`src/rtl/seq_mult_unit_if.sv`:
```
`default_nettype none
// ============================================================================
// Module   : seq_mult_unit_if
// Brief    : Handshake and operand/result bundle for seq_mult_unit.
// Revision : 1.0 - initial release
// ============================================================================
interface seq_mult_unit_if #(
  parameter int WIDTH = 8
);
  logic               start;
  logic [WIDTH-1:0]   a;
  logic [WIDTH-1:0]   b;
  logic               busy;
  logic               done;
  logic [2*WIDTH-1:0] product;
  logic               ovf;
  logic               a_gt_b;

  modport master (output start, a, b, input busy, done, product, ovf, a_gt_b);
  modport slave  (input start, a, b, output busy, done, product, ovf, a_gt_b);
endinterface
`default_nettype wire

```
`src/rtl/seq_mult_unit.sv`:
```
`default_nettype none
// ============================================================================
// Module   : seq_mult_unit
// Brief    : Shift-add unsigned multiplier, start/busy/done handshake.
//            Optional SEQ_MULT_EARLY_EXIT_EN ends once remaining multiplier bits are zero.
// Revision : 1.0 - initial release
// ============================================================================
module seq_mult_unit #(
  parameter int WIDTH = 8
) (
  input  wire              clk,
  input  wire              reset,
  seq_mult_unit_if.slave   bus
);
  localparam int CNT_W = $clog2(WIDTH + 1);
  localparam logic [CNT_W-1:0] LAST = CNT_W'(WIDTH);

  localparam logic [1:0] S_IDLE = 2'd0;
  localparam logic [1:0] S_BUSY = 2'd1;
  localparam logic [1:0] S_DONE = 2'd2;

  logic [1:0]         state;
  logic [1:0]         state_next;
  logic [2*WIDTH-1:0] mcand;
  logic [WIDTH-1:0]   mplier;
  logic [2*WIDTH-1:0] acc;
  logic [CNT_W-1:0]   count;
  logic [2*WIDTH-1:0] result;
  logic               ovf_flag;
  logic               gt_flag;
  logic               fsm_busy;
  logic               fsm_done;

  logic [WIDTH-1:0]   mplier_next;
  logic [CNT_W-1:0]   count_next;
  logic [2*WIDTH-1:0] acc_next;
  logic               accept;
  logic               finish;

  assign mplier_next = mplier >> 1;
  assign count_next  = count + CNT_W'(1);
  assign acc_next    = mplier[0] ? acc + mcand : acc;
  assign accept      = (state != S_BUSY) && bus.start;

`ifdef SEQ_MULT_EARLY_EXIT_EN
  assign finish = (state == S_BUSY) && ((count_next == LAST) || (mplier_next == '0));
`else
  assign finish = (state == S_BUSY) && (count_next == LAST);
`endif

  always_ff @(posedge clk) begin
    if (reset) state <= S_IDLE;
    else       state <= state_next;
  end

  always_comb begin
    state_next = state;
    case (state)
      S_IDLE:  state_next = bus.start ? S_BUSY : S_IDLE;
      S_BUSY:  state_next = finish ? S_DONE : S_BUSY;
      S_DONE:  state_next = bus.start ? S_BUSY : S_IDLE;
      default: state_next = S_IDLE;
    endcase
  end

  always_comb begin
    fsm_busy = 1'b0;
    fsm_done = 1'b0;
    case (state)
      S_BUSY:  fsm_busy = 1'b1;
      S_DONE:  fsm_done = 1'b1;
      default: ;
    endcase
  end

  // Datapath: load on acceptance, step while busy, publish on the final step.
  always_ff @(posedge clk) begin
    if (reset) begin
      mcand    <= '0;
      mplier   <= '0;
      acc      <= '0;
      count    <= '0;
      result   <= '0;
      ovf_flag <= 1'b0;
      gt_flag  <= 1'b0;
    end else if (accept) begin
      mcand    <= {{WIDTH{1'b0}}, bus.a};
      mplier   <= bus.b;
      acc      <= '0;
      count    <= '0;
      gt_flag  <= bus.a > bus.b;
    end else if (state == S_BUSY) begin
      acc    <= acc_next;
      mcand  <= mcand << 1;
      mplier <= mplier_next;
      count  <= count_next;
      if (finish) begin
        result   <= acc_next;
        ovf_flag <= |acc_next[2*WIDTH-1:WIDTH];
      end
    end
  end

  assign bus.busy    = fsm_busy;
  assign bus.done    = fsm_done;
  assign bus.product = result;
  assign bus.ovf     = ovf_flag;
  assign bus.a_gt_b  = gt_flag;
endmodule
`default_nettype wire

```
`src/flat_wrapper.sv`:
```
// flat-port wrapper written by rule: the top's interface ports become plain ports
module seq_mult_unit_flat 
#(
  parameter int WIDTH = 8
)
  (clk, reset, bus_start, bus_a, bus_b, bus_busy, bus_done, bus_product, bus_ovf, bus_a_gt_b);
  seq_mult_unit_if #(.WIDTH(WIDTH)) bus_i ();
  input  wire clk;
  input  wire reset;
  input wire logic [$bits(bus_i.start)-1:0] bus_start;
  input wire logic [$bits(bus_i.a)-1:0] bus_a;
  input wire logic [$bits(bus_i.b)-1:0] bus_b;
  output wire logic [$bits(bus_i.busy)-1:0] bus_busy;
  output wire logic [$bits(bus_i.done)-1:0] bus_done;
  output wire logic [$bits(bus_i.product)-1:0] bus_product;
  output wire logic [$bits(bus_i.ovf)-1:0] bus_ovf;
  output wire logic [$bits(bus_i.a_gt_b)-1:0] bus_a_gt_b;
  assign bus_i.start = bus_start;
  assign bus_i.a = bus_a;
  assign bus_i.b = bus_b;
  assign bus_busy = bus_i.busy;
  assign bus_done = bus_i.done;
  assign bus_product = bus_i.product;
  assign bus_ovf = bus_i.ovf;
  assign bus_a_gt_b = bus_i.a_gt_b;
  seq_mult_unit #(.WIDTH(WIDTH)) u_core (.clk(clk), .reset(reset), .bus(bus_i));
endmodule
```
`config.mk`:
```
export PLATFORM = sky130hd
export DESIGN_NAME = seq_mult_unit_flat
export DESIGN_NICKNAME = d
export VERILOG_FILES = /design/src/rtl/seq_mult_unit_if.sv /design/src/rtl/seq_mult_unit.sv /design/src/flat_wrapper.sv
export SDC_FILE = /design/constraint.sdc
export NUM_CORES = 1
export LEC_CHECK = 0
export BUFFER_PORTS_ARGS = -buffer_cell sky130_fd_sc_hd__clkbuf_2
export CAP_MARGIN = 20
export CORE_MARGIN = 2
export CORE_UTILIZATION = 50
export CTS_BUF_LIST = sky130_fd_sc_hd__clkbuf_4 sky130_fd_sc_hd__clkbuf_8
export DETAILED_ROUTE_END_ITERATION = 10
export HOLD_SLACK_MARGIN = 0.05
export PLACE_DENSITY = 0.73
export SYNTH_ARGS = -nofsm -noshare
export SYNTH_HDL_FRONTEND = slang
export SYNTH_SLANG_ARGS = --single-unit
```
`constraint.sdc`:
```
create_clock -name clk -period 2.5 [get_ports clk]
set_input_delay 0.25 -clock clk [delete_from_list [all_inputs] [get_ports clk]]
set_output_delay 0.25 -clock clk [all_outputs]
set_load 0.03 [all_outputs]
```
After elaboration in Yosys (flattened, before gate mapping)
Index checks and enable logic that the tools add are counted.
{ "word_totals": {"ff_bits": 64, "elab_cells": 35} }
{ "classes": {"n_mux": 10, "n_reduce_logical": 8, "n_eq_ne": 4, "n_lt_le_gt_ge": 1, "addsub": 2, "bitwise_logic": 1} }
{ "op_table": {"columns": ["cell", "n"], "rows": [
  ["$mux 8", 4],
  ["$add 16x16->16", 1],
  ["$mux 16", 1],
  ["$gt 8x8->1", 1],
  ["$reduce_or 8->1", 1],
  ["$add 4x1->4 const B", 1],
  ["$eq 4x4->1 const B", 1],
  ["$pmux 2 s2", 1],
  ["$reduce_or 2->1", 2],
  ["$mux 1", 3],
  ["$reduce_and 3->1", 1],
  ["$eq 2x1->1 const B", 1],
  ["$eq 2x2->1 const B", 1],
  ["$logic_and 1x1->1", 2],
  ["$logic_not 2->1", 1],
  ["$mux 2", 1],
  ["$ne 2x1->1 const B", 1],
  ["$reduce_bool 2->1", 1],
  ["$not 1->1", 1]
]} }

Longest topological paths before layout
{ "depth": {"word_depth": 5, "depth_mapped": 10, "ltp_nobuf": 10} }

Least setup slack after synthesis
No wires, ideal clock.
{ "synth_timing": {"path_type": "register to register", "start": "register u_core.acc[0]", "end": "register u_core.ovf_flag, in the netlist u_core.bus.ovf", "n_path_buf": 0, "t_arrival_ns": 2.626, "stages_incl_launch_ff": 11, "t_required_ns": 2.385, "slack_ns": -0.241, "period_less_slack_ns": 2.741, "setup_ns": 0.115, "path_cell_list": "dfxtp_1 -> ha_1 -> fa_1 -> a211oi_1 -> o21bai_1 -> a21oi_1 -> o21ai_0 -> a211oi_1 -> o211ai_1 -> or4_1 -> o21a_1"} }
{ "synth_via": {"elab_chain_len": 3} }
{ "synth_rtl": {"columns": ["element", "line", "text"], "rows": [
  ["start, declared", "seq_mult_unit.sv:26", "logic [2*WIDTH-1:0] acc;"],
  ["start signal, assigned", "seq_mult_unit.sv:93", "acc <= acc_next;"],
  ["$add 16x16->16", "seq_mult_unit.sv:42", "assign acc_next = mplier[0] ? acc + mcand : acc;"],
  ["$mux 16", "seq_mult_unit.sv:42", null],
  ["$reduce_or 8->1", "seq_mult_unit.sv:99", "ovf_flag <= |acc_next[2*WIDTH-1:WIDTH];"],
  ["end signal, assigned", "seq_mult_unit.sv:99", null],
  ["end, declared", "seq_mult_unit.sv:29", "logic ovf_flag;"]
]} }
Every way passes these cells.
A chain may end at the register's enable or synchronous reset.

Worst setup path after layout
{ "layout_timing": {"start": "register u_core.acc[8]", "end": "register u_core.ovf_flag, in the netlist u_core.bus.ovf"} }
{ "layout_via": {"elab_chain_len": 3} }
{ "layout_rtl": {"columns": ["element", "line"], "rows": [
  ["$add 16x16->16", "seq_mult_unit.sv:42"],
  ["$mux 16 *", "seq_mult_unit.sv:42"],
  ["$reduce_or 8->1 *", "seq_mult_unit.sv:99"]
]} }
Mark *: on every way between the ends. The rest lies on a longest branch, timed or not.

==> impl_metrics.py <==
metrics = {
    "sta": {
        "setup_viol": 1,
        "finalHoldViolCount": 0,
        "fmax_mhz": 381.1,
        "worst_slew_pin_slew_ps": 439.9,
        "fin_crit_ps": 2624,
        "setup_ws_ps": -124.0,
        "slew_headroom": 0.7037,
        "rsz0062_at_grt": "true",
        "finalMaxSlewViolations": 0,
        "period_share": 1.050,
        "skew_ps": 10.46,
    },
    "critical_path": {
        "cp_top_family": "compound AO/OA/AOI/OAI gates",
        "cp.required_ps": 2740,
        "worst-path-stages": 10,
        "crit_slowest_cell": "or4_1",
        "crit_end": "u_core.bus.ovf",
        "rr_startpoint": "u_core.acc[8]",
        "crit_path_end_kind": "register",
        "rr_worst_depth": 10,
        "slowest_delay_ps": 510,
        "start_kind": "register",
        "arrival_ps": 2870,
        "crit_chain": "ha_4 -> a21o_1 -> o21bai_4 -> a211o_1 -> buf_4 -> nor2_1 -> o221ai_1 -> xor2_1 -> or4_1 -> o21a_1",
        "path_max_fanout": 4,
        "crit_buf_inv": 1,
        "r2r_end": "u_core.bus.ovf",
        "reg2reg_slack_ps": -120,
        "startpoint": "u_core.acc[8]",
        "path_class": "reg -> reg",
    },
    "cts": {
        "cts_tree": "built",
        "cts_max_path_buffers": 2,
        "cts_hold_buf": 0,
        "clkLatencyLatePin_ps": 350,
        "htreeDepth": 3,
        "cts_buffers": 9,
        "clock-sinks": 64,
        "clkTransAtPathRegs_ps": 70,
        "cts_root_buf": "clkbuf_8",
    },
    "synth": {
        "syn_avg_cell_area_sq_um": 8.244,
        "synth_seq_cells": 64,
        "async_reset_ff_frac": 0,
        "syn_inst": 433,
        "synth_flop_cell": "dfxtp_1",
        "synth_cell_type_count": 50,
        "seq_area_frac_synth": 0.3589,
        "yosysWarnings": 0,
        "synth_area_sq_um": 3570,
        "syn_nets": 478,
        "synth_edf_count": 0,
    },
    "die": {
        "ios": 39,
        "design.core.area_sq_um": 6869,
        "initial_core_util": 0.5197,
        "die_y_um": 88.50,
        "rows": 30,
        "die_area_sq_um": 7831,
        "die_w_um": 88.50,
    },
    "finish": {
        "fin_cells": 634,
        "final_common_cell": "buf_4",
        "final_cell_mix": "buf_4, nor2_1, dfxtp_1",
        "nNetsFinal": 579,
        "design_area_sq_um": 4798,
        "diodes": 0,
        "drive_above_1_share": 0.3197,
        "syn2layout_area_growth_pct": 34.42,
    },
    "power_and_ir_drop": {
        "powerDensity_nw_per_um2": 483.1,
        "power.total_mw": 2.318,
        "intPower_mw": 1.647,
        "pwr-share-clk": 0.326,
        "max-vdd-ir-drop_uv": 308.6,
        "switching_power_uw": 671.1,
        "power_frac_comb": 0.201,
        "pwr-share-seq": 0.473,
        "swShare": 0.2895,
        "p_leak_nw": 2.044,
    },
    "routing": {
        "drc": 0,
        "firstDrtPassIters": 4,
        "vias_per_cell": 5.525,
        "drtIter0Drc": 149,
        "wl_per_cell_um": 14.93,
        "final_antenna_net_count": 0,
        "vias": 3503,
        "wl_um": 9468,
    },
    "global_routing": {
        "grt_pass1_vias": 3359,
        "grt_max_degree": 44,
        "gr-total-overflow": 0,
        "grt_antenna_before_repair": 0,
        "grt_use_total": 0.2493,
        "grt_pass1_wl_um": 15300,
    },
    "placed_design": {
        "place_inst": 609,
        "numPortBuffers": 38,
        "place_congestion": 0.9559,
        "dp_hpwl_um": 6644,
        "postPlaceCellArea_sq_um": 4314,
    },
    "outcome": {
        "status": "finished, violations left",
        "violations": "setup timing",
    },
    "min_path": {
        "hold_path_class": "in -> reg",
    },
    "run": {
        "max_cap_violations": 0,
    },
}
how the worst min path moves through the flow:
stage                startpoint  cells after the start  slack, ps               end
6_report               bus_b[7]                      3        240  u_core.mplier[7]
3_5_place_dp   u_core.mcand[12]                      2        470  u_core.mcand[13]
3_3_place_gp     u_core.acc[15]                      2        460    u_core.acc[15]
5_1_grt                bus_a[0]                      3        250   u_core.mcand[0]
4_1_cts                bus_a[0]                      3        230   u_core.mcand[0]
2_1_floorplan   u_core.mcand[7]                      2        440   u_core.mcand[8]
kinds of logic (layout without fill, tap and decap cells):
kind of cell / Yosys count / count (layout) / synth area share
simple gates: 151 / 151 / 0.1879
compound gates: 113 / 113 / 0.2075
flops: 64 / 64 / 0.3589
buf+inv: 39 / 144 / 0.04416
mux: 27 / 27 / 0.07641
fa+ha+maj: 26 / 26 / 0.09324
xor+xnor: 13 / 13 / 0.03190
power by group through the flow:
stage,clock [mW],combinational (mW),sequential [mW]
2_1_floorplan,0,0.254,1.11
3_3_place_gp,0,0.412,1.11
3_5_place_dp,0,0.421,1.11
4_1_cts,0.767,0.434,1.09
5_1_grt,0.820,0.513,1.10
6_report,0.756,0.466,1.10
worst reg2reg max path, cell delays in order, from the launching register on:
cell and delay, ps:
dfxtp_2 340, ha_4 250, a21o_1 200, o21bai_4 170, a211o_1 330, buf_4 150, nor2_1 100, o221ai_1 120
xor2_1 180, or4_1 510, o21a_1 170
what timing repair did:
action,in CTS,in global routing
cloned,0,0
resized for setup,21,20
setup endpoints to repair,5,7
pin swaps,21,24
setup buffers,7,3
metal layers:
metal  vias to the layer above  global-route usage  share of wire
li1                       1756                   -              -
met4                         0              0.1033          0.017
met1                      1629              0.3196           0.45
met2                       100              0.4190           0.48
met3                        18             0.03825          0.054
met5                         -                   0              0
synth_stat cells, types with 2 or more instances:
master	n	area (sq um)
xnor2_1	9	78.83
o21bai_1	4	30.03
nand2b_1	3	18.77
nand2_1	39	146.4
nand4_1	3	18.77
mux2i_1	25	250.2
o21ai_0	12	60.06
o21ai_1	2	10.01
o221ai_1	2	17.52
a21oi_1	34	170.2
o21a_1	4	30.03
inv_1	13	48.80
o211ai_1	2	15.01
ha_1	25	312.8
buf_2	3	15.01
a211oi_1	39	292.8
a21o_1	4	30.03
nand3_1	10	50.05
dfxtp_1	64	1281
nor2_1	68	255.2
clkbuf_1	17	63.81
buf_1	4	15.01
and4_1	2	17.52
nor3_1	9	45.04
xor2_1	4	35.03
nor3b_1	2	15.01
nor2b_1	7	43.79
layout make-up:
cell class	count	area, sq um
Fill cell	518	2071
Timing Repair Buffer	115	772.0
Clock inverter	4	22.52
Clock buffer	11	138.9
Tap cell	96	120.1
Sequential cell	64	1289
Inverter	14	52.55
Multi-Input combinational cell	330	2404
registers in the layout, indices dropped and copies added, names as in the netlist:
register            cells
u_core.bus.ovf          1
u_core.count            4
u_core.mplier           8
u_core.acc             16
u_core.bus.a_gt_b       1
u_core.state            2
u_core.mcand           16
u_core.bus.product     16
per-stage QoR:
stage / hold WS (ps) / utilization / setup TNS [ps] / worst slack, ps
2_1_floorplan: 440.4 / - / -98.94 / -98.94
3_3_place_gp: 460.7 / 0.6281 / -206.0 / -206.0
3_5_place_dp: 470.2 / 0.6281 / -619.7 / -326.2
4_1_cts: 228.2 / 0.6725 / -134.1 / -134.1
5_1_grt: 253.0 / 0.6985 / -155.3 / -155.3
6_report: 238.3 / 0.6985 / -124.0 / -124.0
(Power assumes the default switching activity.)
